===== src/rtl/mask_row_packer.sv =====
// -----------------------------------------------------------------------------
// mask_row_packer
//
// Packs a serial stream of per-pixel mask bits into 32-bit words, one row at a
// time. A word closes either when 32 bits have been collected or when the last
// pixel of a row arrives, so no word ever spans two rows and any unused upper
// bits of a short word are zero. Closed words go into a 2-entry FIFO towards
// the downstream consumer. The upstream side has no backpressure: if a word
// closes while the FIFO is full and nothing is popped that cycle, the word is
// dropped and the sticky overflow flag is raised, but pixel counting continues.
//
// Parameters
//   image_sensor_w : pixels per row   (1..4095)
//   image_sensor_h : rows per frame   (1..4095)
//
// Ports
//   clk             in   rising-edge clock
//   rst             in   synchronous active-high reset (wins over clk_en)
//   clk_en          in   global clock enable; when low all state is held
//   rp_mask_bit     in   serial mask bit
//   rp_valid        in   rp_mask_bit is valid this cycle
//   word_ready      in   downstream accepts mask_word this cycle
//   mask_word       out  packed word, bit 0 = first pixel of the word
//   word_valid      out  FIFO head is valid
//   word_last_row   out  head word is the last word of its row
//   word_last_frame out  head word is the last word of the frame
//   overflow        out  sticky: a completed word was dropped
// -----------------------------------------------------------------------------
module mask_row_packer #(
  parameter int image_sensor_w = 35,
  parameter int image_sensor_h = 35
) (
  input  logic        clk,
  input  logic        rst,
  input  logic        clk_en,
  input  logic        rp_mask_bit,
  input  logic        rp_valid,
  input  logic        word_ready,
  output logic [31:0] mask_word,
  output logic        word_valid,
  output logic        word_last_row,
  output logic        word_last_frame,
  output logic        overflow
);

  localparam logic [11:0] col_last_c = 12'(image_sensor_w - 1);
  localparam logic [11:0] row_last_c = 12'(image_sensor_h - 1);

  // Assembly state
  logic [31:0] asm_r;
  logic [4:0]  bit_cnt_r;
  logic [11:0] col_r;
  logic [11:0] row_r;

  // FIFO entry layout: {last_frame, last_row, word[31:0]}
  logic [33:0] fifo_r [2];
  logic        rd_ptr_r;
  logic        wr_ptr_r;
  logic [1:0]  count_r;
  logic        overflow_r;

  // Per-cycle decode
  logic        accept_s;
  logic        row_end_s;
  logic        frame_end_s;
  logic        word_done_s;
  logic [31:0] word_s;
  logic        pop_s;
  logic        push_s;
  logic        drop_s;

  // Decode of the accept/complete/push/pop/drop conditions for this cycle.
  always_comb begin
    accept_s    = clk_en & rp_valid;
    row_end_s   = (col_r == col_last_c);
    frame_end_s = row_end_s & (row_r == row_last_c);
    word_done_s = accept_s & ((bit_cnt_r == 5'd31) | row_end_s);
    // asm_r is cleared after every completed word, so OR-ing the new bit in
    // leaves all positions above it at zero.
    word_s      = asm_r | ({31'd0, rp_mask_bit} << bit_cnt_r);
    pop_s       = clk_en & (count_r != 2'd0) & word_ready;
    // A pop on the same edge frees a slot even when the FIFO is full.
    push_s      = word_done_s & ((count_r != 2'd2) | pop_s);
    drop_s      = word_done_s & ~push_s;
  end

  // Bit assembly register and intra-word bit counter.
  always_ff @(posedge clk) begin
    if (rst) begin
      asm_r     <= 32'd0;
      bit_cnt_r <= 5'd0;
    end else if (accept_s) begin
      if (word_done_s) begin
        asm_r     <= 32'd0;
        bit_cnt_r <= 5'd0;
      end else begin
        asm_r     <= word_s;
        bit_cnt_r <= bit_cnt_r + 5'd1;
      end
    end else begin
      asm_r     <= asm_r;
      bit_cnt_r <= bit_cnt_r;
    end
  end

  // Column/row position of the next pixel; advances even when a word is dropped.
  always_ff @(posedge clk) begin
    if (rst) begin
      col_r <= 12'd0;
      row_r <= 12'd0;
    end else if (accept_s) begin
      if (row_end_s) begin
        col_r <= 12'd0;
        row_r <= frame_end_s ? 12'd0 : (row_r + 12'd1);
      end else begin
        col_r <= col_r + 12'd1;
        row_r <= row_r;
      end
    end else begin
      col_r <= col_r;
      row_r <= row_r;
    end
  end

  // FIFO storage and write pointer.
  always_ff @(posedge clk) begin
    if (rst) begin
      for (int i = 0; i < 2; i++) begin
        fifo_r[i] <= 34'd0;
      end
      wr_ptr_r <= 1'b0;
    end else if (push_s) begin
      fifo_r[wr_ptr_r] <= {frame_end_s, row_end_s, word_s};
      wr_ptr_r         <= ~wr_ptr_r;
    end else begin
      wr_ptr_r <= wr_ptr_r;
    end
  end

  // FIFO read pointer and occupancy.
  always_ff @(posedge clk) begin
    if (rst) begin
      rd_ptr_r <= 1'b0;
      count_r  <= 2'd0;
    end else begin
      rd_ptr_r <= pop_s ? ~rd_ptr_r : rd_ptr_r;
      case ({push_s, pop_s})
        2'b10:   count_r <= count_r + 2'd1;
        2'b01:   count_r <= count_r - 2'd1;
        default: count_r <= count_r;
      endcase
    end
  end

  // Sticky overflow flag, cleared only by reset.
  always_ff @(posedge clk) begin
    if (rst) begin
      overflow_r <= 1'b0;
    end else if (drop_s) begin
      overflow_r <= 1'b1;
    end else begin
      overflow_r <= overflow_r;
    end
  end

  // Outputs come straight from the FIFO head registers.
  assign mask_word       = fifo_r[rd_ptr_r][31:0];
  assign word_last_row   = fifo_r[rd_ptr_r][32];
  assign word_last_frame = fifo_r[rd_ptr_r][33];
  assign word_valid      = (count_r != 2'd0);
  assign overflow        = overflow_r;

endmodule


===== config.mk =====
export PLATFORM = sky130hd
export DESIGN_NAME = mask_row_packer
export DESIGN_NICKNAME = d
export VERILOG_FILES = /design/src/rtl/mask_row_packer.sv
export SDC_FILE = /design/constraint.sdc
export NUM_CORES = 1
export LEC_CHECK = 0
export ABC_AREA = 1
export CAP_MARGIN = 25
export CORE_MARGIN = 8
export CORE_UTILIZATION = 57
export DETAILED_ROUTE_END_ITERATION = 12
export PLACE_DENSITY = 0.78
export SYNTH_ARGS = -nofsm -noshare
export SYNTH_HDL_FRONTEND = slang
export SYNTH_SLANG_ARGS = --single-unit

===== constraint.sdc =====
create_clock -name clk -period 3.5 [get_ports clk]
set_clock_uncertainty 0.05 [all_clocks]
set_input_delay 0.875 -clock clk [delete_from_list [all_inputs] [get_ports clk]]
set_output_delay 0.875 -clock clk [all_outputs]
set_load 0.1 [all_outputs]

==> out/metrics.json, run 1 <==
{
  "outcome": {"value": "finished clean"},
  "placement_rows": {"value": 39},
  "switching_share": {"value": 22.4, "unit": "%"},
  "power_per_standard_cell_area": {"value": 479, "unit": "nW/um^2"},
  "cts-resized-gates": {"value": 0},
  "antenna-diode-count": {"value": 0},
  "first_global_vias": {"value": 5030},
  "finalSetupViolCount": {"value": 0},
  "synth.most_common_cell": {"value": "sky130_fd_sc_hd__nor2_1"},
  "yosysUniqueCellTypes": {"value": 31},
  "switchingPower": {"value": 860, "unit": "uW"},
  "cts_tree": {"value": "built"},
  "synth_nets": {"value": 770},
  "worstSetupPathType": {"value": "reg2reg"},
  "synth.largest_area_cell": {"value": "sky130_fd_sc_hd__edfxtp_1"},
  "cts-buffers-inserted": {"value": 17},
  "deepest_level_of_the_cts_h_tree": {"value": 4},
  "worstSkewPairLatency": {"value": 420, "unit": "ps"},
  "post-dp-hpwl": {"value": 9200, "unit": "microns"},
  "yosys_warnings": {"value": 0},
  "worst-path-max-fanout": {"value": 21},
  "clock.fmax": {"value": 363, "unit": "MHz"},
  "grt_first_pass_wirelength": {"value": 22700, "unit": "microns"},
  "cts_setup_buffers": {"value": 0},
  "cts_num_sinks": {"value": 135},
  "cell_types_with_the_highest_counts_after_synthesis": {"value": "137 x sky130_fd_sc_hd__nor2_1, 118 x sky130_fd_sc_hd__nand2_1, 89 x sky130_fd_sc_hd__inv_1, 68 x sky130_fd_sc_hd__edfxtp_1, 67 x sky130_fd_sc_hd__dfxtp_1"},
  "min-delay-path-class": {"value": "reg2reg"},
  "core_region_area": {"value": 11300, "unit": "sq um"},
  "crit_path_max_incr_delay": {"value": 770, "unit": "ps"},
  "final_max_slew_viol_count": {"value": 0},
  "timing.final.crit_period": {"value": 2750, "unit": "ps"},
  "power.sequential.fraction": {"value": 44.5, "unit": "%"},
  "floorplan.initialDensity": {"value": 57.8, "unit": "%"},
  "cell_internal_pwr": {"value": 2.97, "unit": "mW"},
  "synth-edff-count": {"value": 68},
  "drc": {"value": 0},
  "synth_largest_type_area_fraction": {"value": 31.4, "unit": "%"},
  "cts_max_path_buffers": {"value": 2},
  "crit_path_start_kind": {"value": "flip-flop"},
  "irDropWorstVdd": {"value": 0.000365, "unit": "V"},
  "yosys_register_bits": {"value": 135},
  "horizontal_extent_of_the_die": {"value": 123, "unit": "microns"},
  "kind_of_cell_with_the_highest_combined_delay_on_the_critical_path": {"value": "flip-flops"},
  "timing.final.crit_share": {"value": 78.7, "unit": "%"},
  "combined_buffer_and_inverter_count_along_the_critical_path": {"value": 2},
  "die_height": {"value": 123, "unit": "microns"},
  "timing.setup.tns": {"value": 0, "unit": "ps"},
  "die_footprint": {"value": 15100, "unit": "sq um"},
  "maximum_capacitance_violations": {"value": 0},
  "synth-seq-area-share": {"value": 52.0, "unit": "%"},
  "grt.overflow.total": {"value": 0},
  "yosys-top-cells-area": {"value": "sky130_fd_sc_hd__edfxtp_1 31%, sky130_fd_sc_hd__dfxtp_1 21%, sky130_fd_sc_hd__nor2_1 7.9%, sky130_fd_sc_hd__nand2_1 6.8%, sky130_fd_sc_hd__mux2_2 5.9%"},
  "n_fill_cell": {"value": 817},
  "worst-endpoint-arrival": {"value": 3000, "unit": "ps"},
  "synth_area": {"value": 6510, "unit": "sq um"},
  "maxSlewHeadroom": {"value": 53.6, "unit": "%"},
  "drt_first_iter_violations": {"value": 266},
  "place_ws": {"value": 415, "unit": "ps"},
  "timing.critical_path.required": {"value": 3750, "unit": "ps"},
  "clkSlewWorstSetupHoldPaths": {"value": 60, "unit": "ps"},
  "detail_route.vias_per_cell": {"value": 5.37},
  "fin_ws": {"value": 745, "unit": "ps"},
  "path_cells": {"value": "inv_1 -> buf_4 -> nor2_1 -> ha_1 -> nand2_1 -> nand2_4 -> nand2_1 -> ha_1 -> a21oi_1 -> o21ai_0 -> o21ai_0 -> a21oi_1"},
  "vias": {"value": 5126},
  "critPathCaptureType": {"value": "flip-flop"},
  "root_buffer": {"value": "sky130_fd_sc_hd__clkbuf_16"},
  "worstMarginPinSlew": {"value": 695, "unit": "ps"},
  "maximum_number_of_pins_on_one_net_before_global_route_repair": {"value": 36},
  "ant_nets": {"value": 0},
  "floorplan.io_pins": {"value": 42},
  "syn_avg_cell_area": {"value": 8.60, "unit": "sq um"},
  "timing_hold_violations_final": {"value": 0},
  "area_delta_synth_final": {"value": 22.8, "unit": "%"},
  "power.leakage": {"value": 2.92, "unit": "nW"},
  "pwr-share-comb": {"value": 7.1, "unit": "%"},
  "avgRoutedWirePerCell": {"value": 14.5, "unit": "microns"},
  "postSynthCellCount": {"value": 757},
  "grt_util_all_layers": {"value": 19.0, "unit": "%"},
  "final_util": {"value": 70.9, "unit": "%"},
  "wl": {"value": 13800, "unit": "microns"},
  "ys_async_sr_fraction": {"value": 0, "unit": "%"},
  "timing.critical_path.slowest_stage_cell": {"value": "sky130_fd_sc_hd__dfxtp_1"},
  "drt-pass1-iter-count": {"value": 5},
  "layout.nets": {"value": 811},
  "grt_setup_unrepaired": {"value": "no"},
  "initial_antenna_violation_count": {"value": 0},
  "weighted_congestion_at_the_end_of_routability_driven_global_placement": {"value": 0.876},
  "synth_top_flop_cell": {"value": "sky130_fd_sc_hd__edfxtp_1"},
  "holdBufCountCts": {"value": 0},
  "power.clock.fraction": {"value": 48.3, "unit": "%"},
  "io_buffers": {"value": 41},
  "drive_gt1_share": {"value": 19.9, "unit": "%"}
}
[registers in the layout, summed over array words and instances, names as in the netlist, named ones only]
| name | flops |
|---|---|
| asm_r | 32 |
| bit_cnt_r | 5 |
| col_r | 12 |
| count_r | 2 |
| fifo_r | 68 |
| overflow | 1 |
| rd_ptr_r | 1 |
| row_r | 12 |
| wr_ptr_r | 1 |
[metal layers]
| metal | track usage (%) | wire, microns | vias up |
|---|---|---|---|
| met5 | 0 | 0 | - |
| met4 | 8.00 | 323 | 0 |
| met3 | 4.42 | 619 | 30 |
| met2 | 34.9 | 7230 | 117 |
| met1 | 20.4 | 5620 | 2416 |
| li1 | - | - | 2563 |
[cells by family after synthesis]
logic type,synth area share [%]
AND/OR/NAND/NOR,27.3
flip-flops,52.0
buffers and inverters,7.84
AO/OA/AOI/OAI,5.27
multiplexers,5.88
adder cells (fa/ha/maj),1.35
XOR/XNOR,0.404
[stage by stage]
step	hold slack, ps	instances	cell area (sq um)	power [mW]
floorplan	376	757	6510	1.91
global placement	386	922	7370	2.01
detailed placement	392	922	7370	2.01
CTS	401	954	8000	3.87
global route	422	954	8000	3.94
finish	398	954	8000	3.83
[final timing paths]
path / from / to / slack (ps) / cells past startpoint
max reg2reg: bit_cnt_r[3] / count_r[1] / 750 / 12
min: asm_r[16] / asm_r[16] / 400 / 2
min reg2reg: asm_r[16] / asm_r[16] / 400 / 2
max: bit_cnt_r[3] / count_r[1] / 750 / 12
[cell usage in the layout (no fill, tap or decap), types with 3 or more instances in the layout]
| master | Yosys | final |
|---|---|---|
| sky130_fd_sc_hd__bufinv_16 | 0 | 4 |
| sky130_fd_sc_hd__clkinv_4 | 0 | 5 |
| sky130_fd_sc_hd__nand3_1 | 51 | 51 |
| sky130_fd_sc_hd__clkdlybuf4s50_1 | 0 | 5 |
| sky130_fd_sc_hd__inv_1 | 89 | 89 |
| sky130_fd_sc_hd__nor2_2 | 27 | 27 |
| sky130_fd_sc_hd__or2_2 | 4 | 4 |
| sky130_fd_sc_hd__dfxtp_1 | 67 | 67 |
| sky130_fd_sc_hd__buf_4 | 1 | 14 |
| sky130_fd_sc_hd__a21oi_1 | 54 | 54 |
| sky130_fd_sc_hd__nor3_1 | 8 | 8 |
| sky130_fd_sc_hd__nand4_1 | 28 | 28 |
| sky130_fd_sc_hd__o21ai_0 | 13 | 13 |
| sky130_fd_sc_hd__clkbuf_16 | 0 | 17 |
| sky130_fd_sc_hd__inv_2 | 5 | 5 |
| sky130_fd_sc_hd__clkinv_2 | 0 | 3 |
| sky130_fd_sc_hd__ha_1 | 7 | 7 |
| sky130_fd_sc_hd__mux2_2 | 34 | 34 |
| sky130_fd_sc_hd__nand2_1 | 118 | 118 |
| sky130_fd_sc_hd__edfxtp_1 | 68 | 68 |
| sky130_fd_sc_hd__buf_12 | 0 | 34 |
| sky130_fd_sc_hd__xor2_1 | 3 | 3 |
| sky130_fd_sc_hd__nor2_1 | 137 | 137 |
[power by group through the flow]
| stage | Sequential (mW) | Clock [mW] | Combinational [mW] |
|---|---|---|---|
| finish | 1.71 | 1.85 | 0.274 |
| global route | 1.71 | 1.95 | 0.285 |
| floorplan | 1.74 | 0 | 0.174 |
| global placement | 1.74 | 0 | 0.272 |
| CTS | 1.71 | 1.88 | 0.276 |
| detailed placement | 1.74 | 0 | 0.275 |
[tightest hold or removal path, delay by kind of cell, from the launching register on]
family / cells / cell delay (ps)
DFF: 1 / 310
buffers and inverters: 1 / 40
AOI/OAI and AO/OA: 1 / 50
[final cells by class]
cell class,count,area [sq um],area share [%]
inverter,94,353,4.41
sequential,135,3380,42.3
clock inverter,15,203,2.54
timing repair buffer,53,836,10.5
tap,143,179,2.24
clock buffer,17,425,5.32
multi-input combinational,497,2620,32.7
(Power assumes the default switching activity.)
==> inputs of run 2 (changes only) <==
Settings changed: CORE_UTILIZATION 57 to 54.
Clock period 3.5 ns to 2.2 ns, I/O delays scaled along.
==> out/metrics.json, run 2 (synthesis results as in run 1) <==
{
  "critPathCaptureType": {"value": "output port"},
  "ff2ff_path_depth": {"value": 10},
  "floorplan.io_pins": {"value": 42},
  "cts_setup_buffers": {"value": 0},
  "worstSkewPairLatency": {"value": 420, "unit": "ps"},
  "floorplan.initialDensity": {"value": 54.7, "unit": "%"},
  "path_cells": {"value": "clkbuf_16 -> mux2_2 -> buf_12"},
  "outcome": {"value": "finished clean"},
  "finalPower": {"value": 5.84, "unit": "mW"},
  "io_buffers": {"value": 41},
  "maxSlewHeadroom": {"value": 71.8, "unit": "%"},
  "crit_path_max_incr_delay": {"value": 420, "unit": "ps"},
  "most_frequent_standard_cell_in_the_layout_excluding_fill_and_tap_cells": {"value": "sky130_fd_sc_hd__nor2_1"},
  "min-delay-path-class": {"value": "reg2reg"},
  "min_to": {"value": "asm_r[31]"},
  "ant_nets": {"value": 0},
  "root_buffer": {"value": "sky130_fd_sc_hd__clkbuf_16"},
  "horizontal_extent_of_the_die": {"value": 126, "unit": "microns"},
  "placement_rows": {"value": 40},
  "final_max_slew_viol_count": {"value": 0},
  "timing.final.crit_period": {"value": 2180, "unit": "ps"},
  "antenna-diode-count": {"value": 0},
  "timing.critical_path.required": {"value": 1600, "unit": "ps"},
  "timing_hold_violations_final": {"value": 0},
  "largest_reg_flops": {"value": 68},
  "drt_first_iter_violations": {"value": 395},
  "detail_route.vias_per_cell": {"value": 5.42},
  "vias": {"value": 5337},
  "layout_top_registers": {"value": "fifo_r (68), asm_r (32)"},
  "drive_gt1_share": {"value": 22.8, "unit": "%"},
  "cts-buffers-inserted": {"value": 17},
  "worst-path-max-fanout": {"value": 9},
  "crit_path_start_kind": {"value": "flip-flop"},
  "deepest_level_of_the_cts_h_tree": {"value": 4},
  "die_footprint": {"value": 15800, "unit": "sq um"},
  "layout.nets": {"value": 837},
  "hold-worst-slack": {"value": 403, "unit": "ps"},
  "die_height": {"value": 126, "unit": "microns"},
  "post-dp-hpwl": {"value": 9900, "unit": "microns"},
  "wl": {"value": 15000, "unit": "microns"},
  "power.leakage": {"value": 3.08, "unit": "nW"},
  "cell_depth_of_the_worst_hold_path": {"value": 2},
  "grt_util_all_layers": {"value": 19.0, "unit": "%"},
  "timing.setup.tns": {"value": 0, "unit": "ps"},
  "core_region_area": {"value": 11900, "unit": "sq um"},
  "worstMarginPinSlew": {"value": 421, "unit": "ps"},
  "worstSetupPathType": {"value": "reg2out"},
  "initial_antenna_violation_count": {"value": 0},
  "holdBufCountCts": {"value": 0},
  "hp-start": {"value": "asm_r[31]"},
  "timing.final.crit_share": {"value": 99.1, "unit": "%"},
  "regToRegSetupSlack": {"value": 200, "unit": "ps"},
  "grt_setup_unrepaired": {"value": "yes"},
  "grt.overflow.total": {"value": 0},
  "timing.rr.end": {"value": "fifo_r[0][2]"},
  "power_per_standard_cell_area": {"value": 702, "unit": "nW/um^2"},
  "max_flop_register": {"value": "fifo_r"},
  "cts_num_sinks": {"value": 135},
  "clock.fmax": {"value": 458, "unit": "MHz"},
  "drt-pass1-iter-count": {"value": 5},
  "irDropWorstVdd": {"value": 0.000389, "unit": "V"},
  "maximum_capacitance_violations": {"value": 0},
  "worst_r2r_startpoint": {"value": "col_r[0]"},
  "weighted_congestion_at_the_end_of_routability_driven_global_placement": {"value": 0.876},
  "cts_tree": {"value": "built"},
  "combined_buffer_and_inverter_count_along_the_critical_path": {"value": 2},
  "cts_max_path_buffers": {"value": 2},
  "area_delta_synth_final": {"value": 27.8, "unit": "%"},
  "drc": {"value": 0},
  "first_global_vias": {"value": 5383},
  "grt_first_pass_wirelength": {"value": 24600, "unit": "microns"},
  "avgRoutedWirePerCell": {"value": 15.3, "unit": "microns"},
  "worst-endpoint-arrival": {"value": 1580, "unit": "ps"},
  "clkSlewWorstSetupHoldPaths": {"value": 60, "unit": "ps"},
  "maximum_number_of_pins_on_one_net_before_global_route_repair": {"value": 35},
  "timing.critical_path.slowest_stage_cell": {"value": "sky130_fd_sc_hd__dfxtp_4"},
  "kind_of_cell_with_the_highest_combined_delay_on_the_critical_path": {"value": "flip-flops"},
  "finalSetupViolCount": {"value": 0},
  "top_library_cells_by_usage_in_the_layout_fill_and_taps_aside": {"value": "136 x sky130_fd_sc_hd__nor2_1, 116 x sky130_fd_sc_hd__nand2_1, 89 x sky130_fd_sc_hd__inv_1, 68 x sky130_fd_sc_hd__edfxtp_1, 65 x sky130_fd_sc_hd__dfxtp_1"}
}
==> run 2: changes by cell type in the layout (fill, tap and decap cells not counted), sizes merged <==
cell and delta:
buf +24, bufinv -3, clkbuf +5, clkinvlp +1, inv -1
==> run 2: worst reg2reg max path, stage by stage (launching register included) <==
cell                      delay, ps
sky130_fd_sc_hd__dfxtp_1        320
sky130_fd_sc_hd__inv_1          100
sky130_fd_sc_hd__ha_1           230
sky130_fd_sc_hd__nand3_2         90
sky130_fd_sc_hd__nor2_2         170
sky130_fd_sc_hd__nand3_4        100
sky130_fd_sc_hd__nand2_4         60
sky130_fd_sc_hd__buf_4          140
sky130_fd_sc_hd__nand4_4        140
sky130_fd_sc_hd__nand2_4        130
sky130_fd_sc_hd__buf_12         160
==> run 2: worst max-delay path by stage <==
| stage | start | end | cells past startpoint |
|---|---|---|---|
| floorplan | bit_cnt_r[3] | fifo_r[0][0] | 10 |
| global placement | clk_en | count_r[1] | 11 |
| detailed placement | clk_en | count_r[1] | 11 |
| CTS | flip-flop | mask_word[27] | 3 |
| global route | flip-flop | word_last_frame | 3 |
| finish | flip-flop | word_last_frame | 3 |
==> run 2: per-stage QoR <==
step           utilization [%]  cell area [sq um]  cells  worst slack (ps)
2_1_floorplan                -               6530    757              37.4
3_3_place_gp              64.5               7680    949              -129
3_5_place_dp              64.5               7680    949              -171
4_1_cts                   69.3               8250    981         -0.000666
5_1_grt                   69.9               8320    984             -16.2
6_report                  69.9               8320    984              19.0
==> run 2: power breakdown <==
part           leakage (nW)  internal (mW)  switching, mW  total, mW
sequential             1.21           2.69         0.0187       2.71
combinational          1.59          0.159          0.305      0.465
clock                 0.272           1.60           1.06       2.66
==> run 2: per-layer routing <==
layer | wire, microns | share of wire, % | global-route usage, %
met4 | 252 | 1.7 | 8.70
met5 | 0 | 0 | 0
met1 | 5910 | 39 | 21.1
met2 | 8030 | 53 | 33.9
met3 | 858 | 5.7 | 4.60
==> run 2: layout make-up <==
| type | instances | area (sq um) |
|---|---|---|
| Fill cell | 903 | 3590 |
| Sequential cell | 135 | 3390 |
| Multi-Input combinational cell | 497 | 2640 |
| Timing Repair Buffer | 79 | 1190 |
| Clock buffer | 20 | 457 |
| Inverter | 94 | 353 |
| Tap cell | 147 | 184 |
| Clock inverter | 12 | 104 |
==> run 2: repair_timing <==
action                                  4_1_cts  5_1_grt
gates resized for setup                       1        7
endpoints found under the hold margin         0        0
cloned                                        0        3
endpoints found under the setup margin        1       34
==> edit 1: new RTL, settings of run 1 <==
Set the parameter `image_sensor_w` to 17 (it was 35).
--- a/src/rtl/mask_row_packer.sv
+++ b/src/rtl/mask_row_packer.sv
@@ -27,7 +27,7 @@
 //   overflow        out  sticky: a completed word was dropped
 // -----------------------------------------------------------------------------
 module mask_row_packer #(
-  parameter int image_sensor_w = 35,
+  parameter int image_sensor_w = 17,
   parameter int image_sensor_h = 35
 ) (
   input  logic        clk,
Check against the original RTL: no difference found for any inputs over 10 cycles, from zero or initial values and one cycle with rst high; that may be too few to reach the edited logic, so the function may still have changed.
==> edit 1 against run 1 <==
  * Setup slack lost 0.087 ns
  * Synthesized cell count shrank 2.4%
  * Area after synthesis shrank 1.3%
  * Final area shrank 1.0%
  * Critical path depth shrank 3
  * Wire length grew 1.9%
  * Sequential cell count is the same
  * Power shrank 1.3%
  * Utilization grew 1.4 points
  * Largest cell class unchanged
==> edit 1: results <==
[power_and_ir_drop]
ir_drop_mv = 0.319
seqPwrFrac_pct = 44.9
power_mw = 3.78
leakage_nw = 2.95

[placement]
dp_cells = 904
preCtsSetupSlack_ns = 0.481
place.gp.congestion = 0.894

[sta]
max_freq_ghz = 0.352
slew_headroom_pct = 54.4

[cells_and_area]
drive_gt1_share_pct = 20.2
fillers = 754

[route]
route.met3.wl_um = 697
viasPerCell = 5.50
wl_met2_um = 7580
wl_met1_um = 5460
first_iter_violations = 379
wire_per_inst_um = 15.0
vias = 5145

[outcome]
status = "finished clean"

[critical_path]
arrival_ns = 2.87
crit_end = "fifo_r[0][22]"
r2r-end = "fifo_r[0][22]"
regToRegSetupSlack_ns = 0.66
crit_fanout = 24
r2r_cells = 9

[synthesis]
ys_seq_area_share_pct = 52.6
synth_compound_area_share_pct = 5.35
synthTopCellsByCount = "126 x nor2_1, 115 x nand2_1, 95 x inv_1"
netlist-cell-type-count = 32
syn_area_per_cell_sq_um = 8.70
synth_xor_area_share_pct = 0.409
synthAdderAreaFrac_pct = 1.36

[grt]
grt_max_degree = 35
grt_first_pass_wirelength_um = 23400
grt_usage_pct = 19.6
grt_use_met3_pct = 4.44
grt_util_met2_pct = 35.7

[clock_tree]
clk_pin_slew_ns = 0.06

[min_path]
hold_end = "asm_r[15]"
edit 1: cell types whose count changed after synthesis, sizes merged:
| cell | delta |
|---|---|
| a31oi | +1 |
| nor3 | +2 |
| buf | +2 |
| nand3 | -8 |
| nand2 | -4 |
| nand4 | -2 |
| nor2 | -8 |
| inv | +2 |
| a21oi | -1 |
| clkbuf | -2 |
edit 1: cell type report:
type / count / area share [%]
sequential: 135 / 42.8
clock buffer: 22 / 6.26
timing repair buffer: 56 / 10.8
tap: 140 / 2.21
clock inverter: 10 / 1.47
multi-input combinational: 477 / 31.9
inverter: 96 / 4.55
edit 1: stage by stage:
step	instance area [sq um]	utilization [%]	hold slack [ns]
2_1_floorplan	6430	-	0.376
3_3_place_gp	7300	66.8	0.387
3_5_place_dp	7300	66.8	0.395
4_1_cts	7910	72.4	0.402
5_1_grt	7910	72.4	0.420
6_report	7910	72.4	0.401
==> edit 2: new RTL, config.mk and constraints of run 1 <==
Made on the original files. Reset style: asynchronous (`rst`), changed in 5 clocked blocks. Comments in the files are not updated.
--- a/src/rtl/mask_row_packer.sv
+++ b/src/rtl/mask_row_packer.sv
@@ -85,7 +85,7 @@
   end
 
   // Bit assembly register and intra-word bit counter.
-  always_ff @(posedge clk) begin
+  always_ff @(posedge clk or posedge rst) begin
     if (rst) begin
       asm_r     <= 32'd0;
       bit_cnt_r <= 5'd0;
@@ -104,7 +104,7 @@
   end
 
   // Column/row position of the next pixel; advances even when a word is dropped.
-  always_ff @(posedge clk) begin
+  always_ff @(posedge clk or posedge rst) begin
     if (rst) begin
       col_r <= 12'd0;
       row_r <= 12'd0;
@@ -123,7 +123,7 @@
   end
 
   // FIFO storage and write pointer.
-  always_ff @(posedge clk) begin
+  always_ff @(posedge clk or posedge rst) begin
     if (rst) begin
       for (int i = 0; i < 2; i++) begin
         fifo_r[i] <= 34'd0;
@@ -138,7 +138,7 @@
   end
 
   // FIFO read pointer and occupancy.
-  always_ff @(posedge clk) begin
+  always_ff @(posedge clk or posedge rst) begin
     if (rst) begin
       rd_ptr_r <= 1'b0;
       count_r  <= 2'd0;
@@ -153,7 +153,7 @@
   end
 
   // Sticky overflow flag, cleared only by reset.
-  always_ff @(posedge clk) begin
+  always_ff @(posedge clk or posedge rst) begin
     if (rst) begin
       overflow_r <= 1'b0;
     end else if (drop_s) begin
Check against the original RTL: same outputs for any inputs over 10 cycles, from zero or initial values and one cycle with rst high; that may be too few to reach the edited logic, so the function may still have changed.
==> edit 2 against run 1 <==
  * Sequential share of layout area down 1.9 points
  * Final area rose by 3.8%
  * Setup slack worse by 0.00057 ns
  * Sequential cell count down 1
  * Wire length is 24% higher
  * Area after synthesis grew 5.9%
  * First-iteration DRC count grew to 2.6 times the old value
  * Largest cell class unchanged
  * Register-to-register slack gained 0.11 ns
Power is not compared: it rests on default switching activity, and its combinational part moved more than twofold at a synthesized area within 25%.
==> edit 2: results <==
[outcome]
status = "finished clean"

[synthesis]
ys_ff_latch = 134
synth_area_leaders = "dfrtp_1 49%, nand2_1 15%, nand4_1 7.4%"
synthesis.nets = 849
synth_xor_area_share_pct = 1.91
synthAdderAreaFrac_pct = 1.27
synthTopCellsByCount = "283 x nand2_1, 134 x dfrtp_1, 81 x nand4_1"
synthFlopType = "dfrtp_1"
netlist-cell-type-count = 29
ys_seq_area_share_pct = 48.6
async_flop_share_pct = 100
synth_compound_area_share_pct = 2.69
synth_warnings = 0
synth.mux.area_fraction_pct = 5.55

[route]
drtPass1Iterations = 6
drt-total-wl_um = 17100
wl_met1_um = 7060
route.met3.wl_um = 983
wl_met2_um = 8480
viasPerCell = 5.75
first_iter_violations = 703

[cells_and_area]
buffer_area_share_pct = 10.2
final-clk-cell-share_pct = 7.85
multi_input_gates = 573
finish.net_count = 876
fillers = 854
layout.area.seq_sq_um = 3350
inverters = 84
drive_gt1_share_pct = 15.1
reg.largest.list = "fifo_r (68), asm_r (32)"
final_area_sq_um = 8300
multi_input_area_sq_um = 2950

[grt]
grt_max_degree = 135
grt_usage_pct = 22.6
grt_use_met3_pct = 5.61
grt_util_met2_pct = 37.1
grt_pass1_vias = 5956
grt_first_pass_wirelength_um = 29200
antenna_found_initial = 0
gr-usage-met1_pct = 26.7

[critical_path]
arrival_ns = 1.83
slowest_delay_ns = 0.45
crit_fanout = 35
cp_slowest_cell = "buf_4"

[sta]
slew_headroom_pct = 44.6

[clock_tree]
clock_latency_ns = 0.43
cts-resized-gates = 0

[placement]
dpl-instance-area_sq_um = 7650
dp_hpwl_um = 10600
place.gp.congestion = 0.882
## edit 2: final timing paths
path,start,to,slack (ns),cells past startpoint
worst max-delay path,rd_ptr_r,mask_word[6],0.74,3
worst min register to register,fifo_r[15],fifo_r[15],0.41,2
max in group asynchronous,rst,fifo_r[7],1.91,3
worst max register to register,col_r[0],count_r[1],0.86,13
min in group asynchronous,rst,fifo_r[55],0.96,3
worst min-delay path,fifo_r[15],fifo_r[15],0.41,2
## edit 2: per-stage QoR
stage,hold WS (ns),cells,worst slack (ns)
after floorplan,0.386,836,0.910
after global placement,0.398,991,0.465
after detailed placement,0.403,991,0.417
after CTS,0.418,1023,0.736
after global routing,0.430,1023,0.677
final,0.414,1023,0.745
## edit 2: report_power, final
part | total (mW) | switching (mW) | internal, mW
clock network | 1.97 | 0.703 | 1.27
logic | 1.07 | 0.772 | 0.293
registers | 1.88 | 0.162 | 1.72
total | 4.92 | 1.64 | 3.28
